==> config.mk <==
export PLATFORM = sky130hd
export DESIGN_NAME = mem_arbiter
export DESIGN_NICKNAME = d
export VERILOG_FILES = /design/src/rtl/mem_arbiter.sv
export SDC_FILE = /design/constraint.sdc
export NUM_CORES = 1
export LEC_CHECK = 0
export BUFFER_PORTS_ARGS = -buffer_cell sky130_fd_sc_hd__buf_2
export CAP_MARGIN = 20
export CORE_AREA = 2 2 103 105
export DETAILED_ROUTE_END_ITERATION = 12
export DIE_AREA = 0 0 105 107
export GPL_TIMING_DRIVEN = 0
export PLACE_DENSITY = 0.65
export SYNTH_ARGS = -nofsm -noshare
export SYNTH_HDL_FRONTEND = slang
export SYNTH_SLANG_ARGS = --single-unit
==> constraint.sdc <==
create_clock -name CLK -period 4.1 [get_ports CLK]
set_input_delay 0.205 -clock CLK [delete_from_list [all_inputs] [get_ports CLK]]
set_output_delay 0.205 -clock CLK [all_outputs]
set_load 0.05 [all_outputs]
==> src/rtl/mem_arbiter.sv <==
// rtl/mem_arbiter.sv - single-port RAM arbiter for fetch/data paths with starvation guard and halt drain
// Optional statistics counters (icount, dcount, stall_count) are enabled by defining MEM_ARB_STATS_EN.
module mem_arbiter #(
    parameter int WORD_W     = 32,
    parameter int STARVE_MAX = 4
`ifdef MEM_ARB_STATS_EN
    ,
    parameter int CNT_W      = 16
`endif
) (
    input  logic              CLK,
    input  logic              nRST,
    input  logic              halt,
    input  logic              iREN,
    input  logic [WORD_W-1:0] iaddr,
    output logic              iwait,
    output logic [WORD_W-1:0] iload,
    input  logic              dREN,
    input  logic              dWEN,
    input  logic [WORD_W-1:0] daddr,
    input  logic [WORD_W-1:0] dstore,
    output logic              dwait,
    output logic [WORD_W-1:0] dload,
    output logic              ramREN,
    output logic              ramWEN,
    output logic [WORD_W-1:0] ramaddr,
    output logic [WORD_W-1:0] ramstore,
    input  logic [WORD_W-1:0] ramload,
    input  logic              ram_ack,
    output logic              halted
`ifdef MEM_ARB_STATS_EN
    ,
    output logic [CNT_W-1:0]  icount,
    output logic [CNT_W-1:0]  dcount,
    output logic [CNT_W-1:0]  stall_count
`endif
);

    localparam int SC_W = $clog2(STARVE_MAX + 1);
    localparam logic [SC_W-1:0] SC_MAX = SC_W'(STARVE_MAX);

    typedef enum logic [1:0] {
        IDLE   = 2'd0,
        IGRANT = 2'd1,
        DGRANT = 2'd2,
        HALTED = 2'd3
    } state_t;

    state_t          r_state;
    state_t          w_next_state;
    logic [SC_W-1:0] r_starve_cnt;
    logic            w_dreq;
    logic            w_idone;
    logic            w_ddone;

    assign w_dreq  = dREN | dWEN;
    assign w_idone = (r_state == IGRANT) & ram_ack & iREN;
    assign w_ddone = (r_state == DGRANT) & ram_ack & w_dreq;

    assign iwait  = iREN & ~((r_state == IGRANT) & ram_ack);
    assign dwait  = w_dreq & ~((r_state == DGRANT) & ram_ack);
    assign iload  = ((r_state == IGRANT) && ram_ack) ? ramload : '0;
    assign dload  = ((r_state == DGRANT) && ram_ack) ? ramload : '0;
    assign halted = (r_state == HALTED);

    always_ff @(posedge CLK or negedge nRST) begin
        if (!nRST) begin
            r_state <= IDLE;
        end else begin
            r_state <= w_next_state;
        end
    end

    always_comb begin
        w_next_state = r_state;
        ramREN       = 1'b0;
        ramWEN       = 1'b0;
        ramaddr      = '0;
        ramstore     = '0;
        case (r_state)
            IDLE: begin
                if (halt)
                    w_next_state = HALTED;
                else if (w_dreq && iREN && (r_starve_cnt == SC_MAX))
                    w_next_state = IGRANT;
                else if (w_dreq)
                    w_next_state = DGRANT;
                else if (iREN)
                    w_next_state = IGRANT;
            end
            IGRANT: begin
                // A withdrawn request drops the strobes immediately and abandons the grant.
                if (!iREN) begin
                    w_next_state = IDLE;
                end else begin
                    ramREN  = 1'b1;
                    ramaddr = iaddr;
                    if (ram_ack)
                        w_next_state = halt ? HALTED : IDLE;
                end
            end
            DGRANT: begin
                if (!w_dreq) begin
                    w_next_state = IDLE;
                end else begin
                    ramaddr = daddr;
                    if (dWEN) begin
                        ramWEN   = 1'b1;
                        ramstore = dstore;
                    end else begin
                        ramREN   = 1'b1;
                    end
                    if (ram_ack)
                        w_next_state = halt ? HALTED : IDLE;
                end
            end
            HALTED: w_next_state = HALTED;
            default: w_next_state = IDLE;
        endcase
    end

    always_ff @(posedge CLK or negedge nRST) begin
        if (!nRST) begin
            r_starve_cnt <= '0;
        end else if (!iREN || w_idone) begin
            r_starve_cnt <= '0;
        end else if (w_ddone && (r_starve_cnt != SC_MAX)) begin
            r_starve_cnt <= r_starve_cnt + 1'b1;
        end
    end

`ifdef MEM_ARB_STATS_EN
    logic [CNT_W-1:0] r_icount;
    logic [CNT_W-1:0] r_dcount;
    logic [CNT_W-1:0] r_stall_count;

    always_ff @(posedge CLK or negedge nRST) begin
        if (!nRST) begin
            r_icount      <= '0;
            r_dcount      <= '0;
            r_stall_count <= '0;
        end else begin
            if (w_idone && (r_icount != '1))
                r_icount <= r_icount + 1'b1;
            if (w_ddone && (r_dcount != '1))
                r_dcount <= r_dcount + 1'b1;
            if ((iwait || dwait) && (r_stall_count != '1))
                r_stall_count <= r_stall_count + 1'b1;
        end
    end

    assign icount      = r_icount;
    assign dcount      = r_dcount;
    assign stall_count = r_stall_count;
`endif

endmodule

Word-level counts from Yosys, hierarchy flattened --
Cells that the tools add are included.
Operators by class: add/subtract/negate cells 1, multiply operators 0, div/mod/pow operators 0, order comparisons 0, equal/unequal tests 6, shift-type cells 0, mux-type cells 26, bitwise operators 9, reductions and logical operators 9
Operators by type and width (number):
- $mux W32 | 7
- $pmux W32 S2 | 1
- $mux W2 | 8
- $pmux W2 S4 | 1
- $and A1 B1 Y1 | 6
- $mux W1 | 6
- $mux W3 | 2
- $logic_and A1 B1 Y1 | 5
- $ne A5 B5 Y1 const B | 1
- $eq A2 B2 Y1 const B | 2
- $add A3 B1 Y3 const B | 1
- $eq A3 B3 Y1 const B | 1
- $ne A3 B3 Y1 const B | 1
- $eq A2 B1 Y1 const B | 1
- $logic_not A2 Y1 | 1
- $not A1 Y1 | 2
- $pmux W1 S2 | 1
- $reduce_bool A2 Y1 | 1
- $logic_not A1 Y1 | 1
- $logic_or A1 B1 Y1 | 1
- $or A1 B1 Y1 | 1
Word-level totals: flip-flop bits (word level) 5, bits in latches 0, bits in writable memories 0, ROM bits 0, bits of input ports 135, output and inout bits 133, memories kept 0

Depth between registers and ports, before layout --
depth after elaboration 6, mapped depth 7, mapped depth without buffers 6

Least setup slack after synthesis --
OpenSTA, ideal clock, no wires.
path type reg-to-output, from register r_state[1], to output ramaddr[0], arrival 2.083 ns, required time 3.895 ns, setup slack 1.812 ns, stages on the path, launching flop included 8, buffers on the path 2, cells stage by stage dfrtp_1 > inv_1 > ha_1 > and2_1 > buf_2 > buf_2 > a22oi_2 > nor2b_1
Between the ends: longest elaborated chain between the ends 2, elaborated cells on any way between the ends 3, classes of those cells eq/ne: 2; mux: 1
RTL lines:
- start, declared | RTL line 49 | state_t r_state;
- start signal, assigned | RTL line 70 | r_state <= w_next_state;
- $eq A2 B2 Y1 or $eq A2 B1 Y1 (tied branches) | RTL line 80 | case (r_state)
- $pmux W32 S2 * | RTL line 80
- end, declared | RTL line 26 | output logic [WORD_W-1:0] ramaddr,
Every way passes the cells marked *; elsewhere a longest branch is shown, timed or not.

Final worst setup path --
from register r_state[1], to output ramaddr[1]
Same word-level chain as after synthesis.

==> qor.yml <==
yosysMostFrequentCell: "and3_1"
synth_compound_area_share_pct: 26.3
yosys.area_share.simple_pct: 49.9
drc: 0
crit_top_cell: "buf_2"
ys_types: 29
crit_fanout: 10
grt_max_degree: 11
overflow: 0
worst_pin_slew_ps: 424
routed_wl_um: 8680
dr.pass1.iters: 4
first_global_vias: 2767
crit_type: "register to output pin"
max-cap-violations: 0
final.period_utilization_pct: 64.2
timing.rr.start: "r_state[0]$_DFFE_PN0P_"
path_cells: "inv_1, ha_1, and2_1, buf_2, buf_2, a22oi_2, nor2b_1, buf_2"
required_ps: 3890
endpoint_kind: "output pin"
syn_nets: 388
synth_edf_count: 0
ir_drop_v: 0.000299
max_freq_ghz: 0.380
timing.final.crit_period_ps: 2630
finalPower_w: 0.00227
final.setup.worst_slack_ps: 1470
core-area_um2: 10100
die_w_um: 105
place_ws_ps: 1670
slew_headroom_pct: 71.6
vias_per_cell: 4.43
yosys-top-cells-count: "and3_1, nor2b_1, a22oi_2, clkbuf_1, ha_1"
cp_slowest_cell: "dfrtp_1"
clock_skew_ps: 1.70
finalMaxSlewViolations: 0
path_delay_family: "buffers and inverters"
reg2reg_depth: 6
r2r_slack_ps: 2120
drtIter0Drc: 117
yosys_warnings: 0
hold_violations: 0
synth_cells: 245
routedWlPerCell_um: 13.3
place.gp.congestion: 0.756
cts_resized: 0
fp-row-count: 37
pwr_density_cell_nw_per_um2: 672
ant_nets: 0
die_area_um2: 11200
cts_setup_buffers: 0
initial_core_util_pct: 18.1
synth-main-ff-cell: "dfrtp_1"
drive_above_1_share_pct: 60.3
clock_latency_ps: 220
io_pins: 268
synth_top_area_cell: "and3_1"
yosys-top-cells-area: "and3_1, a22oi_2, nor2b_1"
status: "finished, final reports clean"
async_flop_share_pct: 100
syn2layout_area_growth_pct: 85.7
seq_area_frac_synth_pct: 6.87
synth_mux_area_share_pct: 0.549
syn_area_um2: 1820
regToRegEndpoint: "r_starve_cnt[1]$_DFFE_PN0P_"
cp.arrival_ps: 2430
io_buffers: 267
vias: 2896
antenna_found_initial: 0
netlist.area_leader.share_pct: 33.0
finalSetupViolCount: 0
min_path_type: "input port to async pin"
tritoncts: "yes"
cts_buffer_depth: 2
fin_nets: 661
cts_buffers: 3
cts_max_level: 1
synth_xor_area_share_pct: 0.962
n_antenna_cell: 0
grt_usage_pct: 13.7
leakage_nw: 2.23
synthAdderAreaFrac_pct: 5.49
grt_first_pass_wirelength_um: 13000
synth_top_family_by_area: "simple AND/OR/NAND/NOR gates"
num-fill-cells: 1121
cts.sinks: 5
dp_hpwl_um: 7460
syn_area_per_cell_um2: 7.44
rsz0062_at_grt: "no"
fin_setup_tns_ps: 0
startpoint_type: "register"
hold_slack_ps: 327
root_buffer: "clkbuf_8"
clkTransAtPathRegs_ps: 30
ys_ff_latch: 5
max_stage_delay_ps: 420
die_h_um: 107
crit_buf_inv: 4
per-layer routing:
layer	track usage [%]	part of all wire, %	vias to the layer above
met5	0	0	-
met4	0.667	0	0
met3	2.31	7.8	0
met2	27.6	54	142
met1	15.7	38	1320
li1	-	-	1434
per-stage QoR:
step                      std cells  utilization [%]  cell area [um^2]
after CTS                       653             33.5              3380
after global placement          648             33.0              3330
after detailed placement        648             33.0              3330
after floorplan                 245                -              1820
final                           653             33.5              3380
after global routing            653             33.5              3380
logic make-up (layout without fill, tap and decap cells):
kind of cell    count (synthesis)  after routing
simple gates                  148            148
compound gates                 44             44
buf+inv                        37            309
fa+ha+maj                       8              8
flops                           5              5
xor+xnor                        2              2
mux                             1              1
sequential cells by signal (all words and copies together), names as in the netlist:
signal	count
r_state	2
r_starve_cnt	3
report_power, final:
group	leakage, nW	total [W]	internal [W]	switching (W)
clock	0.0228	0.0000887	0.0000666	0.0000221
combinational	2.14	0.00211	0.000603	0.00150
sequential	0.0652	0.0000792	0.0000631	0.0000161
worst max-delay path by stage:
stage                           start    endpoint  slack, ps  depth (start not counted)
2_1_floorplan  r_state[1]$_DFFE_PN0P_  ramaddr[0]       1810                          7
3_5_place_dp   r_state[1]$_DFFE_PN0P_  ramaddr[1]       1670                          8
4_1_cts        r_state[1]$_DFFE_PN0P_  ramaddr[1]       1430                          8
6_report       r_state[1]$_DFFE_PN0P_  ramaddr[1]       1470                          8
3_3_place_gp   r_state[1]$_DFFE_PN0P_  ramaddr[1]       1710                          8
5_1_grt        r_state[1]$_DFFE_PN0P_  ramaddr[1]       1310                          8
timing repair:
action                                  in CTS  in global routing
endpoints found under the setup margin       0                  0
hold endpoints to repair                     5                  0
hold buffers                                 1                  0
layout by cell type (no fill, tap or decap):
cell type	n
or2_1	1
dlygate4sd3_1	1
clkbuf_1	23
ha_1	8
mux2i_1	1
a2111oi_2	1
o21a_1	1
and2_4	1
inv_1	6
nand3_1	1
xnor2_1	2
a22oi_2	30
nor2_1	5
a32oi_1	1
and3_1	96
o21ai_0	2
a21oi_1	2
buf_6	5
a22oi_1	1
o31ai_1	2
nor2b_1	32
a211oi_1	3
dfrtp_1	5
nor4b_2	1
and2_1	2
clkbuf_8	3
buf_2	271
and3b_1	1
a21o_1	1
nand2_1	7
nand2b_1	1
area by class of cell:
cell class	instances	area, um^2	area share, %
plain buffers	31	159	4.70
well taps	136	170	5.03
multi-input cells	203	1520	44.8
repair buffers	268	1350	39.8
flip-flops and latches	5	125	3.70
inverters	6	22.5	0.666
clock buffers	4	45.0	1.33
(Power assumes the default switching activity.)
